$ cat src/rtl/frame_tx_arbiter_if.sv
// Frame TX arbiter bus: per-source byte streams in, merged MAC TX stream out.
// slave = arbiter side, master = builders/MAC side.
interface frame_tx_arbiter_if #(
    parameter int NUM_SRC = 3
);
    logic [8*NUM_SRC-1:0] src_tdata_in;
    logic [NUM_SRC-1:0]   src_tvalid_in;
    logic [NUM_SRC-1:0]   src_tready_out;
    logic [NUM_SRC-1:0]   src_tlast_in;
    logic [7:0]           net_tdata_out;
    logic                 net_tvalid_out;
    logic                 net_tready_in;
    logic                 net_tlast_out;

    modport slave (
        input  src_tdata_in, src_tvalid_in, src_tlast_in, net_tready_in,
        output src_tready_out, net_tdata_out, net_tvalid_out, net_tlast_out
    );

    modport master (
        output src_tdata_in, src_tvalid_in, src_tlast_in, net_tready_in,
        input  src_tready_out, net_tdata_out, net_tvalid_out, net_tlast_out
    );
endinterface

$ cat src/rtl/frame_tx_arbiter.sv
// Round-robin whole-frame arbiter for the net TX byte stream, with length truncation.
// Define FRAME_TX_IFG_EN to insert IFG_CYCLES idle cycles after every frame.
module frame_tx_arbiter #(
    parameter int NUM_SRC       = 3,
    parameter int MAX_FRAME_LEN = 1514,
    parameter int IFG_CYCLES    = 12
) (
    input  logic               logic_clk,
    input  logic               logic_rst_n,
    frame_tx_arbiter_if.slave  bus,
    output logic [NUM_SRC-1:0] grant_out,
    output logic               busy_out,
    output logic               len_err_out
);
    localparam int IW = (NUM_SRC > 1) ? $clog2(NUM_SRC) : 1;
    localparam int CW = 11;
    localparam logic [CW-1:0] LAST_CNT = CW'(MAX_FRAME_LEN - 1);
`ifdef FRAME_TX_IFG_EN
    localparam int GW = (IFG_CYCLES > 1) ? $clog2(IFG_CYCLES) : 1;
`endif

    typedef enum logic [1:0] {
        S_IDLE,
        S_XFER,
        S_DROP
`ifdef FRAME_TX_IFG_EN
        , S_GAP
`endif
    } state_t;

`ifdef FRAME_TX_IFG_EN
    localparam state_t END_ST = S_GAP;
`else
    localparam state_t END_ST = S_IDLE;
`endif

    state_t             state_q, state_d;
    logic [NUM_SRC-1:0] grant_q, grant_d;
    logic [IW-1:0]      gidx_q, gidx_d;
    logic [IW-1:0]      rr_q, rr_d;
    logic [CW-1:0]      cnt_q, cnt_d;
`ifdef FRAME_TX_IFG_EN
    logic [GW-1:0]      gap_q, gap_d;
`endif

    logic [NUM_SRC-1:0][7:0] lane;
    logic [IW-1:0]           cand, pick, rr_pick;
    logic                    found;
    logic                    g_valid, g_last, beat, at_max;

    logic [NUM_SRC-1:0] src_tready;
    logic [7:0]         net_tdata;
    logic               net_tvalid, net_tlast, len_err;

    assign lane = bus.src_tdata_in;

    // First requester at or after rr_q, wrapping around
    always_comb begin
        found = 1'b0;
        pick  = '0;
        cand  = '0;
        for (int k = 0; k < NUM_SRC; k++) begin
            cand = IW'((int'(rr_q) + k) % NUM_SRC);
            if (!found && bus.src_tvalid_in[cand]) begin
                found = 1'b1;
                pick  = cand;
            end
        end
        rr_pick = IW'((int'(pick) + 1) % NUM_SRC);
    end

    assign g_valid = bus.src_tvalid_in[gidx_q];
    assign g_last  = bus.src_tlast_in[gidx_q];
    assign at_max  = (cnt_q == LAST_CNT);

    always_comb begin
        state_d    = state_q;
        grant_d    = grant_q;
        gidx_d     = gidx_q;
        rr_d       = rr_q;
        cnt_d      = cnt_q;
`ifdef FRAME_TX_IFG_EN
        gap_d      = gap_q;
`endif
        src_tready = '0;
        net_tdata  = '0;
        net_tvalid = 1'b0;
        net_tlast  = 1'b0;
        len_err    = 1'b0;
        beat       = 1'b0;

        case (state_q)
            S_IDLE: begin
                if (found) begin
                    grant_d = NUM_SRC'(1) << pick;
                    gidx_d  = pick;
                    rr_d    = rr_pick;
                    state_d = S_XFER;
                end
            end

            S_XFER: begin
                net_tdata          = lane[gidx_q];
                net_tvalid         = g_valid;
                net_tlast          = g_last | at_max;
                src_tready[gidx_q] = bus.net_tready_in;
                beat               = g_valid & bus.net_tready_in;
                if (beat) begin
                    if (g_last) begin
                        // A real last on the limit beat is a clean end, not a truncation
                        grant_d = '0;
                        gidx_d  = '0;
                        cnt_d   = '0;
                        state_d = END_ST;
`ifdef FRAME_TX_IFG_EN
                        gap_d   = '0;
`endif
                    end else if (at_max) begin
                        len_err = 1'b1;
                        cnt_d   = '0;
                        state_d = S_DROP;
                    end else begin
                        cnt_d = cnt_q + CW'(1);
                    end
                end
            end

            S_DROP: begin
                // Sink the tail of the truncated frame; nothing reaches the MAC
                src_tready[gidx_q] = 1'b1;
                if (g_valid && g_last) begin
                    grant_d = '0;
                    gidx_d  = '0;
                    state_d = END_ST;
`ifdef FRAME_TX_IFG_EN
                    gap_d   = '0;
`endif
                end
            end

`ifdef FRAME_TX_IFG_EN
            S_GAP: begin
                if (gap_q == GW'(IFG_CYCLES - 1)) state_d = S_IDLE;
                else                              gap_d   = gap_q + GW'(1);
            end
`endif

            default: state_d = S_IDLE;
        endcase
    end

    always_ff @(posedge logic_clk or negedge logic_rst_n) begin
        if (!logic_rst_n) begin
            state_q <= S_IDLE;
            grant_q <= '0;
            gidx_q  <= '0;
            rr_q    <= '0;
            cnt_q   <= '0;
`ifdef FRAME_TX_IFG_EN
            gap_q   <= '0;
`endif
        end else begin
            state_q <= state_d;
            grant_q <= grant_d;
            gidx_q  <= gidx_d;
            rr_q    <= rr_d;
            cnt_q   <= cnt_d;
`ifdef FRAME_TX_IFG_EN
            gap_q   <= gap_d;
`endif
        end
    end

    assign bus.src_tready_out = src_tready;
    assign bus.net_tdata_out  = net_tdata;
    assign bus.net_tvalid_out = net_tvalid;
    assign bus.net_tlast_out  = net_tlast;
    assign grant_out          = grant_q;
    assign busy_out           = (state_q != S_IDLE);
    assign len_err_out        = len_err;
endmodule

$ cat src/flat_wrapper.sv
// flat-port wrapper written by rule: the top's interface ports become plain ports
module frame_tx_arbiter_flat 
#(
    parameter int NUM_SRC       = 3,
    parameter int MAX_FRAME_LEN = 1514,
    parameter int IFG_CYCLES    = 12
)
  (logic_clk, logic_rst_n, grant_out, busy_out, len_err_out, bus_src_tdata_in, bus_src_tvalid_in, bus_src_tlast_in, bus_net_tready_in, bus_src_tready_out, bus_net_tdata_out, bus_net_tvalid_out, bus_net_tlast_out);
  frame_tx_arbiter_if #(.NUM_SRC(NUM_SRC)) bus_i ();
  input  logic logic_clk;
  input  logic logic_rst_n;
  output logic [NUM_SRC-1:0] grant_out;
  output logic busy_out;
  output logic len_err_out;
  input wire logic [$bits(bus_i.src_tdata_in)-1:0] bus_src_tdata_in;
  input wire logic [$bits(bus_i.src_tvalid_in)-1:0] bus_src_tvalid_in;
  input wire logic [$bits(bus_i.src_tlast_in)-1:0] bus_src_tlast_in;
  input wire logic [$bits(bus_i.net_tready_in)-1:0] bus_net_tready_in;
  output wire logic [$bits(bus_i.src_tready_out)-1:0] bus_src_tready_out;
  output wire logic [$bits(bus_i.net_tdata_out)-1:0] bus_net_tdata_out;
  output wire logic [$bits(bus_i.net_tvalid_out)-1:0] bus_net_tvalid_out;
  output wire logic [$bits(bus_i.net_tlast_out)-1:0] bus_net_tlast_out;
  assign bus_i.src_tdata_in = bus_src_tdata_in;
  assign bus_i.src_tvalid_in = bus_src_tvalid_in;
  assign bus_i.src_tlast_in = bus_src_tlast_in;
  assign bus_i.net_tready_in = bus_net_tready_in;
  assign bus_src_tready_out = bus_i.src_tready_out;
  assign bus_net_tdata_out = bus_i.net_tdata_out;
  assign bus_net_tvalid_out = bus_i.net_tvalid_out;
  assign bus_net_tlast_out = bus_i.net_tlast_out;
  frame_tx_arbiter #(.NUM_SRC(NUM_SRC), .MAX_FRAME_LEN(MAX_FRAME_LEN), .IFG_CYCLES(IFG_CYCLES)) u_core (.logic_clk(logic_clk), .logic_rst_n(logic_rst_n), .bus(bus_i), .grant_out(grant_out), .busy_out(busy_out), .len_err_out(len_err_out));
endmodule
$ cat config.mk
export PLATFORM = sky130hd
export DESIGN_NAME = frame_tx_arbiter_flat
export DESIGN_NICKNAME = d
export VERILOG_FILES = /design/src/rtl/frame_tx_arbiter_if.sv /design/src/rtl/frame_tx_arbiter.sv /design/src/flat_wrapper.sv
export SDC_FILE = /design/constraint.sdc
export NUM_CORES = 1
export LEC_CHECK = 0
export BUFFER_PORTS_ARGS = -buffer_cell sky130_fd_sc_hd__buf_2
export CAP_MARGIN = 10
export CORE_ASPECT_RATIO = 1.1
export CORE_UTILIZATION = 51
export DETAILED_ROUTE_END_ITERATION = 6
export GPL_TIMING_DRIVEN = 0
export PLACE_DENSITY = 0.91
export REMOVE_ABC_BUFFERS = 1
export SLEW_MARGIN = 40
export SYNTH_ARGS = -nofsm -noshare
export SYNTH_HDL_FRONTEND = slang
export SYNTH_SLANG_ARGS = --single-unit
$ cat constraint.sdc
create_clock -name logic_clk -period 3.3 [get_ports logic_clk]
set_input_delay 0 -clock logic_clk [delete_from_list [all_inputs] [get_ports logic_clk]]
set_output_delay 0 -clock logic_clk [all_outputs]
set_load 0.005 [all_outputs]
## Yosys cells after proc, flatten, opt, wreduce, memory -nomap -nowiden

Cells that the tools add are included.

- Reductions and logical operators: 13
- Bitwise logic cells: 3
- Equality and inequality tests: 8
- Div/mod/pow operators: 4
- $lt $le $gt $ge: 5
- $mul: 0
- Shifts and indexed selects: 1
- Muxes and demuxes: 45
- Add/sub/neg operators: 4

Operator list:

| cell | count |
|---|---|
| modulo 32 x 3 -> 32 bit, second input constant | 3 |
| modulo 3 x 3 -> 32 bit, second input constant | 1 |
| 2-to-1 mux 11 bit | 2 |
| 2-to-1 mux 2 bit | 11 |
| binary-select mux 8 bit (select 2 bit) | 1 |
| 2-to-1 mux 8 bit | 2 |
| 2-to-1 mux 1 bit | 15 |
| < comparator 2 x 3 -> 1 bit, second input constant | 4 |
| 2-to-1 mux 3 bit | 4 |
| case mux 2 bit (3 select lines) | 2 |
| adder 11 x 1 -> 11 bit, second input constant | 1 |
| equality test 11 bit, second input constant | 1 |
| binary-select mux 1 bit (select 2 bit) | 5 |
| case mux 3 bit (3 select lines) | 1 |
| inequality test 2 x 1 -> 1 bit, second input constant | 4 |
| adder 2 x 1 -> 3 bit, second input constant | 2 |
| case mux 3 bit (2 select lines) | 1 |
| AND reduction 5 bit | 1 |
| logical AND 1 bit | 4 |
| AND reduction 2 bit | 2 |
| AND reduction 4 bit | 1 |
| adder 2 x 2 -> 3 bit, second input constant | 1 |
| AND 3 bit | 1 |
| inequality test 3 x 1 -> 1 bit, second input constant | 1 |
| other kinds (11) | 12 |

- Bits in latches: 0
- Input bits: 33
- Output and inout bits: 18
- Flip-flop bits (word level): 20
- Memory bits (writable): 0
- Memories kept: 0
- Memory bits (read-only): 0

## Logic depth before layout (Yosys ltp)

Gate-level depths: netlist of run 1.

- Depth after elaboration: 13
- Depth in mapped cells: 11
- Depth with buffers taken out: 10

## Worst setup path after synthesis of run 1

Ideal clock, no wire load.

- Path type: register -> register
- Start: reg u_core.rr_q[0]
- End: reg u_core.grant_q[1], in the netlist u_core.grant_out[1]
- Required time: 3.175 ns
- Data arrival time: 2.192 ns
- Cell stages (with the launch flop): 11
- Buffers on the path: 0
- Period minus slack after synthesis: 2.317 ns
- Setup slack: 0.983 ns
- Setup time: 0.125 ns
- Cell sequence: dfrtp_1 inv_1 ha_1 nand2b_1 a211o_1 a311o_1 nand2_1 inv_1 ha_1 nor2b_1 mux2_2

- Longest elaborated chain between the ends: 13
- Elaborated cells on any way between the ends: 26
- Those cells by class: add/sub (2); div (3); eq/ne (1); shift (1); mux (14); reduce/logical (5)

RTL lines:

| what | RTL line | RTL |
|---|---|---|
| start: declaration | frame_tx_arbiter.sv:40 | `logic [IW-1:0] rr_q, rr_d;` |
| start signal: assignment | frame_tx_arbiter.sv:166 | `rr_q <= rr_d;` |
| parallel branches: the longest is 13 deep, another holds modulo 32 x 3 -> 32 bit | -- |  |
| end signal: assignment | frame_tx_arbiter.sv:164 | `grant_q <= grant_d;` |
| end: declaration | frame_tx_arbiter.sv:38 | `logic [NUM_SRC-1:0] grant_q, grant_d;` |

Several ways; the timed one is not identified. The select of a mux whose other input is x is not followed.
A chain may end at the register's enable or synchronous reset.

## Final worst setup path of run 1

- Start: reg u_core.gidx_q[0]
- End: reg u_core.grant_q[1], in the netlist u_core.grant_out[1]

- Longest elaborated chain between the ends: 5
- Elaborated cells on any way between the ends: 10
- Those cells by class: eq/ne (3); mux (4); bitwise (1); reduce/logical (2)

RTL lines:

| what | RTL line | RTL |
|---|---|---|
| start: declaration | frame_tx_arbiter.sv:39 | `logic [IW-1:0] gidx_q, gidx_d;` |
| start signal: assignment | frame_tx_arbiter.sv:165 | `gidx_q <= gidx_d;` |
| binary-select mux 1 bit (select 2 bit) (on tied branches) | frame_tx_arbiter.sv:72, frame_tx_arbiter.sv:73 |  |
| 2-to-1 mux 1 bit (on tied branches) | frame_tx_arbiter.sv:72, frame_tx_arbiter.sv:73 |  |
| AND 1 bit or logical AND 1 bit (tied branches) | frame_tx_arbiter.sv:107, frame_tx_arbiter.sv:131 |  |
| inequality test 2 x 1 -> 1 bit (no line) | -- |  |
| AND reduction 5 bit (no line) * | -- |  |

Mark *: on every way between the ends. The rest lies on a longest branch, timed or not. The select of a mux whose other input is x is not followed.

==> results.toml, run 1 <==
[outcome]
status = "complete, no violations"

[power]
vdd_drop_max_uv = 460
switchingPower_mw = 0.608
power_frac_comb = 0.625
power_density_nw_per_um2 = 714
clkPwrFrac = 0.102
intPower_mw = 0.786
seq_power_share = 0.273
fin_total_pwr_mw = 1.39
p_leak_nw = 0.949
switching_share = 0.436

[global_routing]
grt_overflow = 0
grt_max_degree = 21
antenna_found_initial = 0
grtUsageTotal = 0.216
grt_pass1_vias = 1407
grt_pass1_wl_um = 5950

[clock_tree]
numCtsBuffers = 3
cts_tree = "done"
clockBufferDepth = 2
root_buffer = "clkbuf_4"
insertion_delay_ns = 0.30
cts-htree-levels = 1
path_clk_slew_ns = 0.11
clock_sinks = 20

[route]
vias = 1543
wire_per_inst_um = 13.7
drc = 0
ant_nets = 0
first_pass_iters = 4
post_drt_via_cell_ratio = 5.78
first_iter_violations = 70
wirelength_um = 3660

[logic_synthesis]
synth_top_area_cell = "dfrtp_1"
ys_warn_count = 0
synth_top_area_frac = 0.303
syn_area_um2 = 1650
synthCells = 186
synth_area_leaders = "dfrtp_1 30%, ha_1 9.9%, mux2i_1 8.5%"
synthFlopType = "dfrtp_1"
synth_area_per_cell_um2 = 8.87
yosysSeqAreaShare = 0.303
synth_enable_flop_cells = 0
synth_seq_cells = 20
synth_cell_type_count = 42
async_flop_share = 1.00

[sta]
timing.final.hold_violations = 0
timing.setup.tns_ns = 0
drv_slew = 0
max_freq_mhz = 374
min_period_ns = 2.67
setup_viol = 0
timing.final.ws_setup_ns = 0.626
tightest_slew_ns = 0.635
skew_ns = 0.00489
fin_crit_sh = 0.810
rsz0062_at_grt = "no"
timing.slew.headroom = 0.577

[critical_path]
crit_arrival_ns = 2.87
rr_endpoint = "u_core.grant_out[1]"
reg2reg_setup_slack_ns = 0.63
setup.worst_path.class = "flop to flop"
reg2reg_from = "u_core.gidx_q[0]"
cp_max_fo = 14
rr_worst_depth = 5
start_kind = "flop"
required_ns = 3.50
critPathCaptureType = "flop"

[cells_and_area]
num_antenna_cells = 0
nFillCells = 264
seq_area_um2 = 500
drive_above_1_share = 0.283
multi_input_area_um2 = 1070
areaGrowthSynthToFinish_pct = 18.4
fin_nets = 280

[floorplanning]
die_y_um = 61.6
rows = 21
ios = 51
die_area_um2 = 3470
die-width_um = 56.2
core_um2 = 3070
initial_core_util = 0.536

[placement]
pre_cts_slack_ns = 0.620
port_buffers = 50
dpl.hpwl_um = 2770
gp_congestion = 0.781

[flow_run]
drv_cap = 0

[hold_path]
hold_path_class = "input port to asynchronous set/reset pin"
## worst max-delay path by stage
stage / cells after the start / start / endpoint / slack (ns)
5_1_grt: 5 / u_core.gidx_q[1] / len_err_out / 0.42
6_report: 5 / u_core.gidx_q[0] / u_core.grant_out[1] / 0.63
2_1_floorplan: 5 / u_core.gidx_q[0] / u_core.gidx_q[0] / 0.78
3_3_place_gp: 5 / u_core.gidx_q[0] / u_core.gidx_q[1] / 0.34
3_5_place_dp: 5 / u_core.gidx_q[0] / u_core.grant_out[1] / 0.62
4_1_cts: 5 / u_core.gidx_q[0] / u_core.grant_out[1] / 0.62
## layout by cell type, fill, tap and decap left out, types with 3 or more instances in the layout
| cell type | instances |
|---|---|
| nor3_1 | 6 |
| mux2_2 | 7 |
| nand2_1 | 6 |
| o31ai_1 | 4 |
| a21oi_1 | 11 |
| ha_1 | 13 |
| clkbuf_4 | 3 |
| mux2i_1 | 14 |
| nor3b_1 | 5 |
| nand3_1 | 6 |
| buf_2 | 50 |
| o21ai_0 | 15 |
| nand2b_1 | 3 |
| dfrtp_1 | 20 |
| inv_1 | 9 |
| and3_1 | 5 |
| nor2b_1 | 4 |
| nor2_1 | 20 |
## critical path: stages (launching register included)
cell,delay [ns]
dfrtp_1,0.76
mux2i_1,0.18
o2bb2ai_2,0.50
a31oi_1,0.22
a2111oi_4,0.51
mux2_2,0.39
## area by class of cell
class	count	area share
Multi-Input combinational cell	148	0.551
Timing Repair Buffer	51	0.133
Sequential cell	20	0.256
Inverter	10	0.0192
Clock buffer	4	0.0186
Tap cell	34	0.0218
## cell usage after synthesis (2+ instances only)
cell,n
a21oi_1,11
a311oi_1,2
and2_1,2
and3_1,5
and4_1,2
buf_4,3
clkbuf_1,4
dfrtp_1,20
ha_1,13
inv_1,9
mux2_2,7
mux2i_1,14
nand2_1,6
nand2b_1,3
nand3_1,6
nand3b_1,2
nand4_1,2
nor2_1,20
nor2b_1,4
nor3_1,6
nor3b_1,5
o21ai_0,15
o2bb2ai_1,3
o31ai_1,4
## kinds of logic after synthesis
group | count (synthesis) | share of synthesized area
and+or+nand+nor | 66 | 0.217
AOI/OAI and AO/OA | 48 | 0.200
muxes | 21 | 0.133
DFF | 20 | 0.303
buffers and inverters | 18 | 0.0485
adders and majority gates | 13 | 0.0986
## metal layers
layer / GRT usage / wire length [um] / up-vias
li1: - / - / 779
met1: 0.260 / 1610 / 699
met2: 0.401 / 1760 / 60
met3: 0.0294 / 252 / 5
met4: 0.0836 / 43 / 0
met5: 0 / 0 / -
## per-stage QoR
step,hold slack (ns),instance area [um^2],util,cells
after floorplan,-0.296,1610,-,178
after global placement,-0.0376,1900,0.618,262
after detailed placement,-0.0343,1910,0.620,262
after CTS,0.166,1950,0.635,267
after global routing,0.189,1950,0.635,267
final,0.165,1950,0.635,267
## sequential cells by signal, indices dropped and copies added, names as in the netlist
signal and cells:
u_core.cnt_q 11, u_core.grant_out 3, u_core.gidx_q 2, u_core.rr_q 2
u_core.state_q 2
## power groups by stage
| stage | sequential, mW | combinational, mW | clock (mW) |
|---|---|---|---|
| floorplan | 0.368 | 0.646 | 0 |
| global placement | 0.383 | 0.836 | 0 |
| detailed placement | 0.385 | 0.867 | 0 |
| CTS | 0.380 | 0.875 | 0.145 |
| global route | 0.393 | 0.976 | 0.157 |
| finish | 0.380 | 0.871 | 0.142 |
## timing repair
| action | 4_1_cts | 5_1_grt |
|---|---|---|
| hold buffers | 1 | 0 |
| setup buffers | 0 | 0 |
| hold endpoints to repair | 20 | 0 |
| resized for setup | 0 | 0 |
Power figures use the tool's default switching activity.
==> run 2, diff against run 1 <==
==> constraint.sdc (replaced) <==
create_clock -name logic_clk -period 2.5 [get_ports logic_clk]
set_input_delay 0 -clock logic_clk [delete_from_list [all_inputs] [get_ports logic_clk]]
set_output_delay 0 -clock logic_clk [all_outputs]
set_load 0.005 [all_outputs]
==> run 2 against run 1 <==
  * Utilization is 2.2 points higher
  * Clock power is 33% higher
  * Sequential share of layout area is 0.75 points lower
  * Global-route usage hardly changed
  * Non-clock buffer count is 3 higher
  * Routed wire length is 3.8% higher
  * Worst setup slack worse by 0.51 ns
  * Clock skew hardly changed
==> results.toml, run 2 (synthesized netlist as in run 1, its figures left out) <==
[clock_tree]
cts_tree = "done"
clock_sinks = 20
root_buffer = "clkbuf_4"
numCtsBuffers = 3
path_clk_slew_ns = 0.11
insertion_delay_ns = 0.30
cts-htree-levels = 1
clockBufferDepth = 2

[power]
vdd_drop_max_uv = 612
p_leak_nw = 0.964
power_density_nw_per_um2 = 965
fin_total_pwr_mw = 1.95

[cells_and_area]
design_area_um2 = 2020
areaGrowthSynthToFinish_pct = 22.5
num_antenna_cells = 0
layout_commonest_cell = "buf_2"
final_util = 0.657
top_register = "u_core.cnt_q"
fin_nets = 283
drive_above_1_share = 0.322
final_cell_mix = "50 x buf_2, 20 x nor2_1, 18 x dfrtp_1, 15 x o21ai_0, 14 x mux2i_1"
largest_reg_flops = 11
fin_cells = 270

[critical_path]
crit_slowest_cell = "dfrtp_1"
setup.worst_path.class = "flop to flop"
crit_arrival_ns = 2.58
crit_chain = "inv_2 > ha_4 > nand2b_1 > a211o_1 > a311o_1 > nand2_1 > inv_1 > ha_1 > nor2b_1 > mux2_2"
cp_top_family = "compound AO/OA/AOI/OAI gates"
cp_max_fo = 5
worst-path-buf-inv = 2
critPathCaptureType = "flop"
start_kind = "flop"
required_ns = 2.70
reg2reg_setup_slack_ns = 0.12
cpPeakStageDelay_ns = 0.42

[floorplanning]
die_y_um = 61.6
die-width_um = 56.2
core_um2 = 3070
initial_core_util = 0.536
ios = 51
die_area_um2 = 3470
rows = 21

[placement]
gp_congestion = 0.781
dpl.hpwl_um = 2770
dpl.cell_count = 262
port_buffers = 50
pre_cts_slack_ns = -0.180
placed_area_um2 = 1910

[sta]
timing.slew.headroom = 0.711
fin_crit_sh = 0.954
min_period_ns = 2.38
drv_slew = 0
timing.final.ws_setup_ns = 0.116
setup_viol = 0
timing.final.hold_violations = 0
skew_ns = 0.00467
timing.setup.tns_ns = 0
max_freq_mhz = 419
tightest_slew_ns = 0.433
rsz0062_at_grt = "yes"
fin_hold_ws_ns = 0.157

[route]
post_drt_via_cell_ratio = 5.83
drc = 0
first_pass_iters = 4
vias = 1574
wirelength_um = 3800
wire_per_inst_um = 14.1
first_iter_violations = 96
ant_nets = 0

[global_routing]
grt_pass1_wl_um = 5950
grtUsageTotal = 0.217
grt_overflow = 0
grt_max_degree = 21
antenna_found_initial = 0
grt_pass1_vias = 1401

[flow_run]
drv_cap = 0

[outcome]
status = "complete, no violations"

[hold_path]
hold_path_class = "input port to asynchronous set/reset pin"
run 2: area by class of cell:
| type | count | area [um^2] |
|---|---|---|
| Clock buffer | 4 | 36.3 |
| Fill cell | 242 | 1050 |
| Inverter | 10 | 37.5 |
| Multi-Input combinational cell | 148 | 1120 |
| Sequential cell | 20 | 503 |
| Tap cell | 34 | 42.5 |
| Timing Repair Buffer | 54 | 283 |
run 2: power by group:
| group | switching, mW | leakage, nW | internal, mW |
|---|---|---|---|
| clock network | 0.0999 | 0.0210 | 0.0889 |
| registers | 0.108 | 0.261 | 0.402 |
| logic | 0.636 | 0.683 | 0.615 |
run 2: final timing paths:
kind,startpoint,cells past startpoint,end
worst min register to register,u_core.cnt_q[10],1,u_core.cnt_q[10]
worst max register to register,u_core.rr_q[0],10,u_core.grant_out[1]
worst min-delay path,logic_rst_n,2,u_core.cnt_q[6]
min in group logic_clk,bus_net_tready_in,4,u_core.cnt_q[0]
worst max-delay path,u_core.rr_q[0],10,u_core.grant_out[1]
max in group asynchronous,logic_rst_n,2,u_core.gidx_q[0]
run 2: timing repair:
action,in CTS,in global routing
pin swaps,0,1
hold buffers,1,0
resized for setup,4,5
setup endpoints to repair,7,7
setup buffers,0,3
endpoints found under the hold margin,20,0
run 2: layer usage:
metal / track usage / vias to the layer above / part of all wire
li1: - / 782 / -
met1: 0.260 / 721 / 0.44
met2: 0.403 / 62 / 0.48
met3: 0.0294 / 9 / 0.067
met4: 0.0836 / 0 / 0.020
met5: 0 / - / 0
==> run 3, diff against run 2 <==
==> constraint.sdc (replaced) <==
create_clock -name logic_clk -period 2.4 [get_ports logic_clk]
set_input_delay 0 -clock logic_clk [delete_from_list [all_inputs] [get_ports logic_clk]]
set_output_delay 0 -clock logic_clk [all_outputs]
set_load 0.005 [all_outputs]
==> run 3 against run 2 <==
  * Worst setup slack lost 0.031 ns
  * Combinational power is 12% higher
  * Flip-flop and latch count is the same
  * Clock power grew 4%
  * Count of clock-buffer cells in the layout unchanged
  * Via count increased by 2.8%
  * Utilization grew 1.2 points
  * Worst hold slack is essentially flat
  * Register-to-register slack got worse by 0.03 ns
  * Final cell count rose by 0.37%
  * Die area unchanged
  * Largest cell class unchanged
  * Critical path type unchanged
  * Routed wire length up 5.7%
==> results.toml, run 3 (synthesized netlist as in run 1, its figures left out) <==
[outcome]
status = "complete, no violations"

[cells_and_area]
final_util = 0.669
nFillCells = 237
num_antenna_cells = 0
final_cell_mix = "50 x buf_2, 20 x nor2_1, 16 x dfrtp_1, 15 x o21ai_0, 14 x mux2i_1"
drive_above_1_share = 0.342
fin_nets = 284
top_register = "u_core.cnt_q"
layout_commonest_cell = "buf_2"
design_area_um2 = 2060
largest_reg_flops = 11
areaGrowthSynthToFinish_pct = 24.7

[critical_path]
start_kind = "flop"
rr_worst_depth = 10
reg2reg_from = "u_core.rr_q[0]"
crit_end = "u_core.grant_out[1]"
cp_max_fo = 5
critPathCaptureType = "flop"
rr_endpoint = "u_core.grant_out[1]"
required_ns = 2.59
setup.worst_path.class = "flop to flop"
reg2reg_setup_slack_ns = 0.08
crit_arrival_ns = 2.51
crit_start = "u_core.rr_q[0]"

[clock_tree]
cts-htree-levels = 1
numCtsBuffers = 3
clock_sinks = 20
root_buffer = "clkbuf_4"
clockBufferDepth = 2
insertion_delay_ns = 0.30
cts_tree = "done"
path_clk_slew_ns = 0.11

[sta]
tightest_slew_ns = 0.434
setup_viol = 0
timing.setup.tns_ns = 0
min_period_ns = 2.32
skew_ns = 0.00780
fin_crit_sh = 0.965
timing.slew.headroom = 0.710
max_freq_mhz = 432
timing.final.hold_violations = 0
drv_slew = 0

[global_routing]
antenna_found_initial = 0
grtUsageTotal = 0.222
grt_max_degree = 21
grt_pass1_vias = 1410
grt_overflow = 0
grt_pass1_wl_um = 6070

[hold_path]
hold_path_class = "input port to asynchronous set/reset pin"

[route]
wire_per_inst_um = 14.8
first_iter_violations = 103
ant_nets = 0
drc = 0
vias = 1618
wirelength_um = 4020
post_drt_via_cell_ratio = 5.97
first_pass_iters = 4

[power]
fin_total_pwr_mw = 2.14
vdd_drop_max_uv = 671
p_leak_nw = 0.976
power_density_nw_per_um2 = 1040

[placement]
placed_area_um2 = 1910
dpl.hpwl_um = 2770
port_buffers = 50
gp_congestion = 0.781

[floorplanning]
ios = 51
rows = 21
initial_core_util = 0.536
die_y_um = 61.6
core_um2 = 3070
die-width_um = 56.2
die_area_um2 = 3470

[flow_run]
drv_cap = 0
[run 3: cell types whose count changed in the layout (fill, tap and decap cells not counted), sizes merged]
cell / delta
buf: +1
[run 3: timing repair]
item,4_1_cts,5_1_grt
pin swaps,2,2
hold buffers,1,0
endpoints found under the hold margin,20,0
gates resized for setup,8,7
endpoints found under the setup margin,9,7
setup buffers,2,2
[run 3: how the worst min path moves through the flow]
| stage | from | endpoint | depth (start not counted) |
|---|---|---|---|
| after global placement | logic_rst_n | u_core.grant_out[1] | 1 |
| after detailed placement | logic_rst_n | u_core.grant_out[1] | 1 |
| final | logic_rst_n | u_core.cnt_q[6] | 2 |
| after floorplan | logic_rst_n | u_core.cnt_q[0] | 0 |
| after global routing | logic_rst_n | u_core.grant_out[1] | 2 |
| after CTS | logic_rst_n | u_core.grant_out[1] | 2 |
[run 3: where the power goes]
| part | internal (mW) | switching [mW] |
|---|---|---|
| combinational | 0.694 | 0.703 |
| clock | 0.0926 | 0.103 |
| sequential | 0.425 | 0.120 |
| total | 1.21 | 0.927 |
[run 3: per-layer routing]
metal	GRT usage	share of wire	vias up
li1	-	-	785
met1	0.265	0.42	749
met2	0.413	0.49	77
met3	0.0273	0.076	7
met4	0.0906	0.013	0
met5	0	0	-
[run 3: cell type report]
class,count,area [um^2],share of cell area
multi-input cells,148,1140,0.555
flip-flops and latches,20,508,0.247
repair buffers,55,290,0.141
well taps,34,42.5,0.0207
inverters,10,37.5,0.0182
clock buffers,4,36.3,0.0176
[run 3: worst max-delay path, stage by stage (launching register included)]
cell,delay (ns)
dfrtp_2,0.46
inv_2,0.09
ha_4,0.22
nand2b_4,0.14
a211o_1,0.27
a311o_1,0.28
nand2_1,0.10
inv_1,0.06
ha_1,0.19
nor2b_1,0.13
mux2_2,0.26
[run 3: through the flow]
| stage | worst slack, ns | instances | hold WS (ns) |
|---|---|---|---|
| floorplan | -0.116 | 178 | -0.296 |
| global placement | -0.560 | 262 | -0.0376 |
| detailed placement | -0.280 | 262 | -0.0343 |
| CTS | 0.00284 | 269 | 0.166 |
| global route | -0.00328 | 271 | 0.189 |
| finish | 0.0849 | 271 | 0.157 |
